### src/rtl/pipe_pe_ui_acc_if.sv
// Word stream handshake between the multiplier PE, the accumulator PE and the downstream consumer.
`timescale 1ns/1ps
interface pipe_pe_ui_acc_if #(
    parameter int N = 64
);
    logic         trigger;
    logic         cts;
    logic [N-1:0] in;
    logic         stall;
    logic [N-1:0] out;
    logic         ovalid;
    logic         sat;

    modport master (
        output trigger, in, stall,
        input  cts, out, ovalid, sat
    );

    modport slave (
        input  trigger, in, stall,
        output cts, out, ovalid, sat
    );
endinterface

### src/rtl/pipe_pe_ui_acc.sv
// Unsigned accumulator PE: emits one registered sum per LEN accepted words.
// Saturating accumulation is enabled by defining PIPE_PE_UI_ACC_SAT_EN.
`timescale 1ns/1ps
module pipe_pe_ui_acc #(
    parameter int N   = 64,
    parameter int LEN = 16
) (
    input logic              clk,
    input logic              rst,
    pipe_pe_ui_acc_if.slave  bus
);
    localparam int            CW   = $clog2(LEN) + 1;
    localparam logic [CW-1:0] LAST = CW'(LEN - 1);

    // RES_FULL means a finished sum sits on out; HOLD is RES_FULL while stalled.
    typedef enum logic {RES_EMPTY, RES_FULL} res_state_t;

    res_state_t    state;
    res_state_t    state_next;
    logic [N-1:0]  acc;
    logic [N-1:0]  out_q;
    logic [N-1:0]  sum;
    logic [CW-1:0] cnt;
    logic          cts_c;
    logic          ovalid_c;
    logic          accept;
    logic          last;

    assign accept = bus.trigger && cts_c;
    assign last   = accept && (cnt == LAST);

`ifdef PIPE_PE_UI_ACC_SAT_EN
    logic         carry;
    logic         sat_run;
    logic         sat_q;
    logic [N:0]   wide;

    always_comb begin
        wide  = {1'b0, acc} + {1'b0, bus.in};
        carry = wide[N];
        sum   = carry ? '1 : wide[N-1:0];
    end

    always_ff @(posedge clk or posedge rst) begin
        if (rst) begin
            sat_run <= 1'b0;
            sat_q   <= 1'b0;
        end else if (last) begin
            sat_q   <= sat_run | carry;
            sat_run <= 1'b0;
        end else if (accept) begin
            sat_run <= sat_run | carry;
        end
    end

    assign bus.sat = sat_q;
`else
    assign sum     = acc + bus.in;
    assign bus.sat = 1'b0;
`endif

    always_ff @(posedge clk or posedge rst) begin
        if (rst) begin
            state <= RES_EMPTY;
        end else begin
            state <= state_next;
        end
    end

    // A new last word refills the output even in the cycle the old sum is consumed.
    always_comb begin
        state_next = state;
        if (last) begin
            state_next = RES_FULL;
        end else if ((state == RES_FULL) && !bus.stall) begin
            state_next = RES_EMPTY;
        end
    end

    always_comb begin
        ovalid_c = (state == RES_FULL);
        cts_c    = !((state == RES_FULL) && bus.stall);
    end

    always_ff @(posedge clk or posedge rst) begin
        if (rst) begin
            acc   <= '0;
            cnt   <= '0;
            out_q <= '0;
        end else if (accept) begin
            if (cnt == LAST) begin
                out_q <= sum;
                acc   <= '0;
                cnt   <= '0;
            end else begin
                acc   <= sum;
                cnt   <= cnt + 1'b1;
            end
        end
    end

    assign bus.cts    = cts_c;
    assign bus.ovalid = ovalid_c;
    assign bus.out    = out_q;
endmodule

### src/flat_wrapper.sv
// flat-port wrapper written by rule: the top's interface ports become plain ports
module pipe_pe_ui_acc_flat 
#(
    parameter int N   = 64,
    parameter int LEN = 16
)
  (clk, rst, bus_trigger, bus_in, bus_stall, bus_cts, bus_out, bus_ovalid, bus_sat);
  pipe_pe_ui_acc_if #(.N(N)) bus_i ();
  input logic clk;
  input logic rst;
  input wire logic [$bits(bus_i.trigger)-1:0] bus_trigger;
  input wire logic [$bits(bus_i.in)-1:0] bus_in;
  input wire logic [$bits(bus_i.stall)-1:0] bus_stall;
  output wire logic [$bits(bus_i.cts)-1:0] bus_cts;
  output wire logic [$bits(bus_i.out)-1:0] bus_out;
  output wire logic [$bits(bus_i.ovalid)-1:0] bus_ovalid;
  output wire logic [$bits(bus_i.sat)-1:0] bus_sat;
  assign bus_i.trigger = bus_trigger;
  assign bus_i.in = bus_in;
  assign bus_i.stall = bus_stall;
  assign bus_cts = bus_i.cts;
  assign bus_out = bus_i.out;
  assign bus_ovalid = bus_i.ovalid;
  assign bus_sat = bus_i.sat;
  pipe_pe_ui_acc #(.N(N), .LEN(LEN)) u_core (.clk(clk), .rst(rst), .bus(bus_i));
endmodule
### config.mk
export PLATFORM = sky130hd
export DESIGN_NAME = pipe_pe_ui_acc_flat
export DESIGN_NICKNAME = d
export VERILOG_FILES = /design/src/rtl/pipe_pe_ui_acc_if.sv /design/src/rtl/pipe_pe_ui_acc.sv /design/src/flat_wrapper.sv
export SDC_FILE = /design/constraint.sdc
export NUM_CORES = 1
export LEC_CHECK = 0
export ABC_CLOCK_PERIOD_IN_PS = 6800
export CAP_MARGIN = 40
export CORE_ASPECT_RATIO = 0.6
export CORE_UTILIZATION = 35
export DETAILED_ROUTE_END_ITERATION = 16
export GPL_ROUTABILITY_DRIVEN = 0
export GPL_TIMING_DRIVEN = 0
export HOLD_SLACK_MARGIN = 0.15
export PLACE_DENSITY = 0.53
export SYNTH_ARGS = -nofsm -noshare
export SYNTH_HDL_FRONTEND = slang
export SYNTH_SLANG_ARGS = --single-unit
### constraint.sdc
create_clock -name clk -period 6.8 [get_ports clk]
set_clock_uncertainty 0.05 [all_clocks]
set_input_delay 1.7 -clock clk [delete_from_list [all_inputs] [get_ports clk]]
set_output_delay 1.7 -clock clk [all_outputs]
set_load 0.02 [all_outputs]
==> summary by stage, run 1 <==
Status
The flow ran to the end, and the final reports show no timing, DRC or antenna violations.

Finish
The finished layout holds 1457 standard cells, fillers aside. The final net count is 1255. The number of antenna diodes in the final layout is 0. Of the cells placed in the final design, the portion with a size suffix greater than 1 is 6.96%. The number of fill cells is 2411. After routing the design area is 11000 um^2. For this run, the share of the core covered by cells in the final layout is 45.6%. From synthesis to final layout, the design area changed by 27.5%.

Clocking
The root buffer cell chosen for the clock tree is sky130_fd_sc_hd__clkbuf_16. The number of sinks on the clock net is around 130. The number of gates given a new drive strength after cts is 0. TritonCTS built the clock tree. The CTS clock-pin slew for the worst setup and hold paths is around 70 ps.

The number of buffers inserted by post-CTS setup repair is 0. Clock tree synthesis inserted a total of 17 buffers. The H-tree was split into 4 levels. Buffers inserted to repair hold after CTS numbered 0. No sink is reached through more buffers than the 2 on the longest clock path.

For the worst-skew pair, the clock arrives at the later sink with an insertion delay of 440 ps.

STA
The worst relative slew slack is 44.0%. The worst-margin pin slew is 837 ps. The worst setup margin is 1590 ps. The hold violation count in the final report is 0.

Setup repair after global routing left no endpoint under its margin. The count of endpoints failing setup in the final report is 0. For the final routed database, the setup TNS stands at 0 ps.

The clock period could shrink to 5210 ps. The final number of max-transition violations came to 0. The maximum achievable frequency is 192 MHz. Hold timing on the final database bottoms out at a slack of 424 ps. The final critical path takes up 76.6% of the cycle.

Logic synthesis
The most used flip-flop cell after synthesis is sky130_fd_sc_hd__dfrtp_1. The cell area after synthesis is ~8700 um^2. Dividing the synthesized area by the synthesized cell count gives 8.96 um^2. The netlist uses 72 different library cells. In this run, synthesis inferred 0 flip-flops with an integrated enable. The share of flip-flops with an asynchronous set or reset after synthesis is 100%. After synthesis, the most frequently instantiated cells are sky130_fd_sc_hd__nand2_1, sky130_fd_sc_hd__dfrtp_1, sky130_fd_sc_hd__a21oi_1.

The cell type contributing the most total cell area after synthesis is sky130_fd_sc_hd__dfrtp_1. The number of nets in the synthesized netlist is 1100. After technology mapping, the gate count stands at 967. After synthesis the netlist holds a flip-flop and latch count of 134. Yosys attributes the largest share of cell area to sky130_fd_sc_hd__dfrtp_1, sky130_fd_sc_hd__ha_1, sky130_fd_sc_hd__nand2_1, sky130_fd_sc_hd__a21oi_1, sky130_fd_sc_hd__a22o_1. In the post-synthesis netlist, the cell with the most instances is sky130_fd_sc_hd__nand2_1. The share of the yosys chip area belonging to registers is around two fifths. Yosys printed 0 warnings. The area share of the leading cell type in the synthesized netlist is 38.7%.

Setup path
The signal on the critical path passes through clkdlybuf4s50_1 > ha_1 > fa_1 > a211oi_1 > o21ai_0 > a211oi_2 > o31ai_1 > nor2b_1 > nor2_1 > o21ai_0 > a21boi_1 > xnor2_1 > mux2_2. The most numerous cell type found on the critical path is sky130_fd_sc_hd__o21ai_0. The largest individual stage delay along the critical path comes from the cell sky130_fd_sc_hd__fa_1.

Together, buffers and inverters on the worst path number 1. Broken down by cell family, the worst path's largest delay share belongs to compound AO/OA/AOI/OAI gates. The category of the most critical setup path is in -> reg. On the worst path, the slowest cell contributes a delay of roughly 460 ps. The worst setup path is launched from an input pin. STA classifies the critical path endpoint as a flip-flop.

The top fanout value on the critical path is 4. For the worst setup path, the data arrival time is 5470 ps. Data on the critical path is required at its endpoint by approximately 7100 ps.

Floorplan
The die is between 200 and 250 um wide. The initial cell density of the core is 35.8%. The top-level I/O count is 135.

The core footprint is 24200 um^2. The die covers between 20000 and 30000 um^2. The number of standard-cell rows in the floorplan is 44.

The die height is 124 um.

Pwr
Sequential cells account for 24.1% of the total power. The cell internal power dissipation is 3.18 mW. The worst voltage drop across the vdd grid is 0.000204 V. The clock network power share is between 15 and 20%. Combinational cells account for 59.6% of the total power. The final total power is approximately 6 mW. Dividing total power by cell area gives a power density of between 500 and 600 nW/um^2.

The standby leakage power is 4.98 nW. The switching power of the nets is 2.72 mW. Net switching is 46.1% of the power.

Route
After the first detailed-routing iteration, the DRC count stood at 567. In the routed design, unresolved DRC markers number 0. After detailed routing, the number of vias per cell comes to around 5.4. The total routed wirelength is 28300 um. Across all layers, the routed design uses 7849 vias.

The remaining number of nets flagged by the antenna check after routing is 0. In the final routed layout, each cell accounts on average for 19.4 um. For this run, the detailed router's first-pass iteration total came to 5.

GRT
The maximum number of pins on one net before global-route repair is 81. Summed over all layers, the global routing overflow is 0. The first global-routing pass estimated 43600 um of wire.

The number of global-route vias before repair is 7302. For this run, the total global-route usage over all layers was measured as 23.0%. The initial antenna violation count is 0.

Placement
The number of placed instances, taps included, is 1425. Before CTS, the worst setup slack after placement is around 1200 ps. The count of buffers added on input and output ports is ~130. Detailed placement finished with a half-perimeter wire length of around 22000 um. Once placement finished, the instance area stood at ~10000 um^2.

Job
The max-cap violation count is 0.

Hold path
The tightest min-delay check is of the reg -> reg type.
## power by group through the flow
| stage | logic [mW] | clock network [mW] | registers [mW] |
|---|---|---|---|
| floorplan | 2.16 | 0 | 1.59 |
| global placement | 3.43 | 0 | 1.43 |
| detailed placement | 3.45 | 0 | 1.43 |
| CTS | 3.47 | 0.973 | 1.42 |
| global route | 3.85 | 1.01 | 1.48 |
| finish | 3.52 | 0.961 | 1.42 |
## path summary, 6_finish.rpt
check	start	endpoint	slack [ps]	cells past startpoint
max	bus_in[0]	u_core.bus.out[38]	1590	13
min	u_core.bus.out[18]	u_core.bus.out[18]	420	2
max reg2reg	u_core.acc[0]	u_core.bus.out[38]	2920	12
min reg2reg	u_core.bus.out[18]	u_core.bus.out[18]	420	2
max in group asynchronous	rst	u_core.acc[11]	4260	3
min in group asynchronous	rst	u_core.bus.out[53]	1640	2
## worst min-delay path, stage by stage, from the launching register on
cell,delay (ps)
sky130_fd_sc_hd__dfrtp_1,340
sky130_fd_sc_hd__nand2_1,50
sky130_fd_sc_hd__nand2_1,50
## cells in the final DEF (no fill, tap or decap), types with 17 or more instances in the layout
cell type,instances
sky130_fd_sc_hd__o21ai_0,59
sky130_fd_sc_hd__a21o_1,27
sky130_fd_sc_hd__o21bai_1,17
sky130_fd_sc_hd__clkdlybuf4s50_1,133
sky130_fd_sc_hd__inv_1,20
sky130_fd_sc_hd__dfrtp_1,134
sky130_fd_sc_hd__a21oi_1,86
sky130_fd_sc_hd__ha_1,64
sky130_fd_sc_hd__a22o_1,49
sky130_fd_sc_hd__nand2_1,199
sky130_fd_sc_hd__xnor2_1,36
sky130_fd_sc_hd__clkbuf_1,27
sky130_fd_sc_hd__nand3_1,20
sky130_fd_sc_hd__clkbuf_16,17
sky130_fd_sc_hd__xor2_1,26
sky130_fd_sc_hd__nand4_1,17
sky130_fd_sc_hd__nor2_1,38
## metal layers
metal | GRT usage (%) | up-vias | part of all wire, %
met5 | 0 | - | 0
met4 | 4.81 | 0 | 0.74
met3 | 4.63 | 15 | 6.3
met2 | 28.8 | 250 | 36
met1 | 38.5 | 3766 | 56
li1 | - | 3818 | -
## final cells by class
| class | instances | area (um^2) | share of cell area (%) |
|---|---|---|---|
| inverter | 21 | 83.8 | 0.759 |
| sequential | 134 | 3350 | 30.4 |
| timing repair buffer | 136 | 1380 | 12.5 |
| clock inverter | 15 | 169 | 1.53 |
| clock buffer | 17 | 425 | 3.85 |
| tap | 322 | 403 | 3.65 |
| multi-input combinational | 771 | 5020 | 45.5 |
| buffer | 41 | 209 | 1.89 |
## flip-flops by register name (all words and copies together), names as in the netlist
register / flops
u_core.acc: 64
u_core.bus.out: 64
u_core.cnt: 5
u_core.bus.ovalid: 1
## logic make-up (layout without fill, tap and decap cells)
kind of cell,count (synthesis),after routing,share of synthesized area [%]
compound gates,314,314,24.3
xor+xnor,62,62,6.27
fa+ha+maj,65,65,9.48
buf+inv,62,230,3.32
flops,134,134,38.7
mux,17,17,2.18
other cells,1,1,0.0433
simple gates,312,312,15.7
(Power assumes the default switching activity.)
==> inputs of run 2 (changes only) <==
--- a/config.mk
+++ b/config.mk
@@ -5,7 +5,7 @@
 export SDC_FILE = /design/constraint.sdc
 export NUM_CORES = 1
 export LEC_CHECK = 0
-export ABC_CLOCK_PERIOD_IN_PS = 6800
+export ABC_CLOCK_PERIOD_IN_PS = 4450
 export CAP_MARGIN = 40
 export CORE_ASPECT_RATIO = 0.6
 export CORE_UTILIZATION = 35
@@ -13,7 +13,7 @@
 export GPL_ROUTABILITY_DRIVEN = 0
 export GPL_TIMING_DRIVEN = 0
 export HOLD_SLACK_MARGIN = 0.15
-export PLACE_DENSITY = 0.53
+export PLACE_DENSITY = 0.55
 export SYNTH_ARGS = -nofsm -noshare
 export SYNTH_HDL_FRONTEND = slang
 export SYNTH_SLANG_ARGS = --single-unit
==> constraint.sdc (replaced) <==
create_clock -name clk -period 4.45 [get_ports clk]
set_clock_uncertainty 0.05 [all_clocks]
set_input_delay 1.1125 -clock clk [delete_from_list [all_inputs] [get_ports clk]]
set_output_delay 1.1125 -clock clk [all_outputs]
set_load 0.02 [all_outputs]
==> run 2 against run 1 <==
Sequential cell count stayed put; register-to-register slack worse by 2100 ps; worst setup slack worse by 1500 ps; sequential share of layout area is 0.28 points lower; first-iteration DRC count increased by 16%; sequential power increased by 54%; global-route usage fell by 0.44 points; hold slack barely moved.
==> summary by stage, run 2 (synthesis results as in run 1) <==
Status
The run finished with clean final reports.

Route
The routed length per instance is 19.3 um (-0.77%). The number of DRC violations after detailed-routing iteration 0 came to 659 (+16%). The number of vias after detailed routing is 7788 (-0.78%). The count of TritonRoute iterations in the first routing pass is 5 (unchanged).

The via count normalized by instance count is 5.33 (-1.0%). The total routed wirelength is 28200 um (-0.49%). The final routed DRC violation total was 0 (unchanged). The remaining number of nets flagged by the antenna check after routing is 0 (unchanged).

Placement
The number of placed instances with taps included is 1429 (+0.28%). The sum of net half-perimeters after detailed placement is 22000 um (+0.33%). The count of port buffers added during placement is 133 (unchanged).

The pre-CTS setup slack is -460 ps (-1710 ps). The placed instance area is 10500 um^2 (+0.53%).

Finish
The final net count came to 1260 (+0.40%). Compared with the post-synthesis result, the final layout area differs by 28.7%. The non-filler instance count after layout was 1461 (+0.27%). In the layout the commonest cells are sky130_fd_sc_hd__nand2_1, sky130_fd_sc_hd__dfrtp_1, sky130_fd_sc_hd__clkdlybuf4s50_1. The commonest non-fill, non-tap cell in the layout is sky130_fd_sc_hd__nand2_1. The post-route standard cell area excluding fillers is 11100 um^2 (+0.92%). The layout cell share with drive strength beyond 1 is 7.81% (+0.85 points). The number of diodes is 0 (unchanged).

STA
The count of endpoints failing setup in the final report is 0 (unchanged). The worst relative slew slack is 45.1% (+1.1 points). The worst setup margin is 122 ps (-1470 ps). The hold violation count in the final report is 0 (unchanged). The final number of max-transition violations came to 0 (unchanged). The worst-margin pin slew is 823 ps (-13.9 ps). The worst path in the final design needs a cycle of around 4300 ps, including I/O delays and setup.

Setup repair after global routing could not meet its margin everywhere. The maximum achievable frequency is 231 MHz. The total negative slack is 0 ps (unchanged). The worst path uses 97.3% of the clock period.

Pwr
The clock network power share came to 16.5% (+0.2 points). The switching share of power is 45.6% (-0.51 points). The cell internal power dissipation is 4.93 mW (+55%). The final total power came to 9.06 mW (+54%). The worst voltage drop across the vdd grid is 0.000318 V (+56%). The power density over cell area is 813 nW/um^2 (+52%). The relative contribution of combinational cells to total power was 59.5% (about the same).

The portion of total power attributed to sequential cells is 24.1% (about the same). The standby leakage power is 5.02 nW (+0.80%). The switching power of the nets came to 4.13 mW (+52%).

Floorplan
The initial cell density of the core is 35.8% (unchanged). The top-level I/O count came to 135 (unchanged). The die width is 205 um (unchanged). The core footprint is 24200 um^2 (unchanged). The die height is 124 um (unchanged).

The area enclosed by the die boundary is 25400 um^2 (unchanged). The number of standard-cell rows in the floorplan is 44 (unchanged).

GRT
The overflow left after global routing is 0 (unchanged). The first-pass GRT wire length was 42700 um (-2.0%). The all-layer global routing usage was 22.6% (-0.44 points). The number of global-route vias before repair is 7269 (-0.45%). The maximum number of pins on one net before global-route repair is 37 (-54%). The initial antenna violation count is 0 (unchanged).

Clocking
Clock tree synthesis selected as its root buffer the cell sky130_fd_sc_hd__clkbuf_16. The number of sinks on the clock net is 134 (unchanged). The total number of H-tree levels is 4 (unchanged). The hold-fix buffer count after cts is 0 (unchanged). TritonCTS built the clock tree. The worst-skew pair later-pin latency is 440 ps (about the same). The maximum clock insertion buffer count is 2 (unchanged). The number of clock buffers inserted by TritonCTS is 17 (unchanged). The CTS clock-pin slew for the worst setup and hold paths is 70 ps (about the same).

Setup path
The data arrival time of the worst path is 4600 ps (-870 ps). The critical path's most frequent cell is sky130_fd_sc_hd__nor2_1. The data required time of the worst path came to 4730 ps (-2340 ps). The top fanout value on the critical path is 5 (+1). The category of the most critical setup path is in -> reg. Traced cell by cell, the critical path runs through clkdlybuf4s50_1 > ha_1 > nand3_1 > nor2_1 > o2111ai_1 > a311oi_2 > nor3_1 > nor2_1 > nor2_1 > o41ai_1 > xor2_1 > mux2_2.

The capturing element type of the critical path is a flip-flop. The largest stage delay on the critical path is 540 ps (+80 ps). STA classifies the critical path startpoint as an input pin. The largest individual stage delay along the critical path comes from the cell sky130_fd_sc_hd__o41ai_1.

Job
The max-cap violation count was 0 (unchanged).

Hold path
The worst hold path belongs to the class reg -> reg.
-- run 2: changes by cell type in the layout (fill, tap and decap cells not counted), sizes merged --
cell	before	now
inv	27	24
buf	15	20
bufinv	2	3
clkbuf	45	46
-- run 2: cell type report --
type / instances / area [um^2]
tap: 322 / 403
inverter: 21 / 82.6
buffer: 41 / 209
clock inverter: 13 / 171
sequential: 134 / 3350
timing repair buffer: 141 / 1440
fill: 2381 / 13100
multi-input combinational: 771 / 5050
clock buffer: 18 / 429
-- run 2: metrics by stage --
stage	hold slack [ps]	utilization [%]
2_1_floorplan	401	-
3_3_place_gp	413	42.9
3_5_place_dp	411	43.4
4_1_cts	428	45.9
5_1_grt	441	46.0
6_report	423	46.0
-- run 2: what timing repair did --
action                     in CTS  in global routing
cloned                          0                  0
gates resized for setup         0                  8
setup endpoints to repair       1                 18
setup buffers                   1                  0
pin swaps                       1                  0
-- run 2: path summary, 6_finish.rpt --
kind	from	to	slack (ps)	depth (start not counted)
min	u_core.bus.out[32]	u_core.bus.out[32]	420	2
max	bus_in[11]	u_core.bus.out[45]	120	12
min reg2reg	u_core.bus.out[32]	u_core.bus.out[32]	420	2
min in group asynchronous	rst	u_core.bus.out[26]	930	2
max in group asynchronous	rst	u_core.bus.out[44]	2670	4
max reg2reg	u_core.acc[0]	u_core.bus.out[52]	860	13
-- run 2: worst max-delay path: cells and delay by family --
| family | cells | cell delay (ps) |
|---|---|---|
| xor+xnor | 1 | 240 |
| compound gates | 3 | 1300 |
| simple gates | 5 | 770 |
| fa+ha+maj | 1 | 410 |
| mux | 1 | 310 |
| buf+inv | 1 | 460 |
-- run 2: power by group through the flow --
stage | Combinational (mW) | Sequential (mW) | Clock [mW]
finish | 5.39 | 2.18 | 1.49
global route | 5.88 | 2.25 | 1.57
CTS | 5.31 | 2.18 | 1.52
detailed placement | 5.27 | 2.18 | 0
global placement | 5.23 | 2.19 | 0
floorplan | 3.30 | 2.43 | 0
-- run 2: metal layers --
metal	vias up	share of wire, %	global-route usage (%)
met4	0	0.73	4.54
met2	233	36	28.5
met1	3714	56	37.4
met3	14	7.0	4.97
li1	3827	-	-
met5	-	0	0
==> inputs of run 3 (changes only) <==
--- a/config.mk
+++ b/config.mk
@@ -13,6 +13,7 @@
 export GPL_ROUTABILITY_DRIVEN = 0
 export GPL_TIMING_DRIVEN = 0
 export HOLD_SLACK_MARGIN = 0.15
+export MAX_ROUTING_LAYER = met4
 export PLACE_DENSITY = 0.55
 export SYNTH_ARGS = -nofsm -noshare
 export SYNTH_HDL_FRONTEND = slang
==> run 3 against run 2 <==
Sequential cell count unchanged; non-clock buffer count unchanged; cell count unchanged; sequential share of layout area did not move; highest routed layer unchanged; critical path depth up 2; first-iteration DRC count fell by 2.3%; clock power is essentially flat; hold slack hardly changed; design area unchanged; global-route usage grew 0.70 points; worst setup slack better by 26 ps.
==> summary by stage, run 3 (synthesis results as in run 1) <==
Setup path
The register-to-register setup slack is 880 ps (+20 ps). The category of the most critical setup path is in -> reg. The data arrival time of the worst path is 4570 ps (-30 ps). The largest stage delay on the critical path was 460 ps (-80 ps). The data required time of the worst path came to 4720 ps (about the same). STA classifies the critical path endpoint as a flip-flop. The critical path's most frequent cell is sky130_fd_sc_hd__a211oi_2.

The startpoint class of the critical path is an input pin. Traced cell by cell, the critical path runs through clkdlybuf4s50_1 > ha_1 > fa_1 > a211oi_2 > o21ai_0 > a211oi_2 > buf_4 > or4_4 > a21oi_2 > a211oi_2 > o21a_1 > o21ai_1 > xor2_1 > mux2_2. The largest individual stage delay along the critical path comes from the cell sky130_fd_sc_hd__fa_1.

The top fanout value on the critical path is 3 (-2). The critical path starts at bus_in[0]. The startpoint identified for the worst register-to-register timing path is u_core.acc[0].

Finish
The multi-input gate area in the final layout came to 5050 um^2 (unchanged). The layout cell share with drive strength beyond 1 came to 7.81% (unchanged). The fraction of the core area covered by cells at the end of the flow is 46.0% (unchanged). The final net count is 1260 (unchanged).

The storage element area is 3350 um^2 (unchanged). The number of diodes was 0 (unchanged). The commonest non-fill, non-tap cell in the layout is sky130_fd_sc_hd__nand2_1. The number of fill cells is 2381 (unchanged). Leaving out fill and tap cells, the most frequent cells in the layout are sky130_fd_sc_hd__nand2_1, sky130_fd_sc_hd__dfrtp_1, sky130_fd_sc_hd__clkdlybuf4s50_1. The growth of design area from synthesis to finish came to 28.7% (unchanged).

Clocking
The total number of H-tree levels is 4 (unchanged). The CTS clock-pin slew for the worst setup and hold paths is 60 ps (about the same). The worst-skew pair later-pin latency is 440 ps (about the same). The number of sinks on the clock net is 134 (unchanged). TritonCTS built the clock tree. The cell sitting at the root of the clock tree is a sky130_fd_sc_hd__clkbuf_16. The maximum clock insertion buffer count is 2 (unchanged). The number of clock buffers inserted by TritonCTS is 17 (unchanged).

The hold-fix buffer count after cts is 0 (unchanged).

STA
The clock period minus worst slack is 4300 ps (-25.9 ps). The worst-margin pin slew was 818 ps (-4.76 ps). The worst relative slew slack is 45.5% (+0.32 points). The worst setup margin is 148 ps (+25.9 ps).

The final number of max-transition violations is 0 (unchanged). The count of endpoints failing setup in the final report is 0 (unchanged). The hold violation count in the final report is 0 (unchanged). The maximum achievable frequency came to 232 MHz (+0.60%). The final clock period utilization by the worst path is 96.7% (-0.58 points).

GRT
The overflow left after global routing is 0 (unchanged). The maximum number of pins on one net before global-route repair is 37 (unchanged). The number of global-route vias before repair is 7251 (-0.25%). The initial antenna violation count was 0 (unchanged).

The all-layer global routing usage is 23.3% (+0.70 points). The first-pass GRT wire length is 42700 um (about the same).

Pwr
The worst voltage drop across the vdd grid is 0.000320 V (+0.55%). The standby leakage power is 5.02 nW (unchanged). The power density over cell area is 813 nW/um^2 (about the same).

Route
The final routed DRC violation total is 0 (unchanged). The remaining number of nets flagged by the antenna check after routing is 0 (unchanged). The number of vias after detailed routing is 7779 (-0.12%). The count of TritonRoute iterations in the first routing pass is 6 (+1).

The total routed wirelength is 28200 um (+0.13%). The routed length per instance came to 19.3 um (+0.13%). The number of DRC violations after detailed-routing iteration 0 is 644 (-2.3%). The via count normalized by instance count is 5.32 (-0.12%).

Hold path
The min-delay analysis places its worst path in the category reg -> reg. In this run the most critical hold path is launched from u_core.bus.out[32].

Floorplan
The top-level I/O count is 135 (unchanged). The die width is 205 um (unchanged). The die height was 124 um (unchanged). The area enclosed by the die boundary is 25400 um^2 (unchanged). The core footprint is 24200 um^2 (unchanged).

The number of standard-cell rows in the floorplan is 44 (unchanged). The initial cell density of the core was 35.8% (unchanged).

Status
The run finished with clean final reports.

Placement
The sum of net half-perimeters after detailed placement came to 22000 um (unchanged). The pre-CTS setup slack came to -460 ps (unchanged). The count of port buffers added during placement is 133 (unchanged).

Job
The max-cap violation count was 0 (unchanged).
[run 3: cell counts in the layout (fill, tap and decap cells not counted)]
No cell type changed its count.
[run 3: through the flow]
step / instance area [um^2] / power, mW / setup TNS, ps / hold WS, ps / instances
after floorplan: 8670 / 5.74 / 0 / 401 / 967
after global placement: 10400 / 7.42 / -10300 / 413 / 1422
after detailed placement: 10500 / 7.46 / -8760 / 411 / 1429
after CTS: 11100 / 9.01 / 0 / 428 / 1461
after global routing: 11100 / 9.70 / -27.2 / 441 / 1461
final: 11100 / 9.06 / 0 / 424 / 1461
[run 3: worst max-delay path, delay by kind of cell]
family / cells / cell delay (ps)
simple gates: 1 / 130
compound gates: 7 / 1590
fa+ha+maj: 2 / 690
mux: 1 / 270
buf+inv: 2 / 600
xor+xnor: 1 / 170
[run 3: cell type report]
cell class	count	share of cell area (%)
Multi-Input combinational cell	771	45.3
Sequential cell	134	30.1
Timing Repair Buffer	141	12.9
Clock buffer	18	3.85
Tap cell	322	3.62
Buffer	41	1.87
Clock inverter	13	1.54
Inverter	21	0.741
[run 3: power by group]
part	switching, mW	leakage, nW	internal (mW)
Combinational	3.16	3.07	2.23
Sequential	0.373	1.66	1.81
Clock	0.602	0.288	0.886
Total	4.13	5.02	4.93
[run 3: metal layers]
layer / vias to the layer above / routed length, um / track usage (%)
met5: - / 0 / -
met3: 21 / 1930 / 4.81
met2: 248 / 10200 / 28.5
li1: 3819 / - / -
met1: 3691 / 15800 / 37.6
met4: 0 / 232 / 4.54
[run 3: what timing repair did]
action                     CTS  global route
pin swaps                    1             0
setup buffers                1             0
gates resized for setup      0             8
setup endpoints to repair    1            18
[run 3: path summary, 6_finish.rpt]
path | end | cells past startpoint
min reg2reg | u_core.bus.out[32] | 2
max | u_core.bus.out[52] | 14
min in group asynchronous | u_core.bus.out[26] | 2
max reg2reg | u_core.bus.out[52] | 13
max in group asynchronous | u_core.acc[6] | 4
min | u_core.bus.out[32] | 2
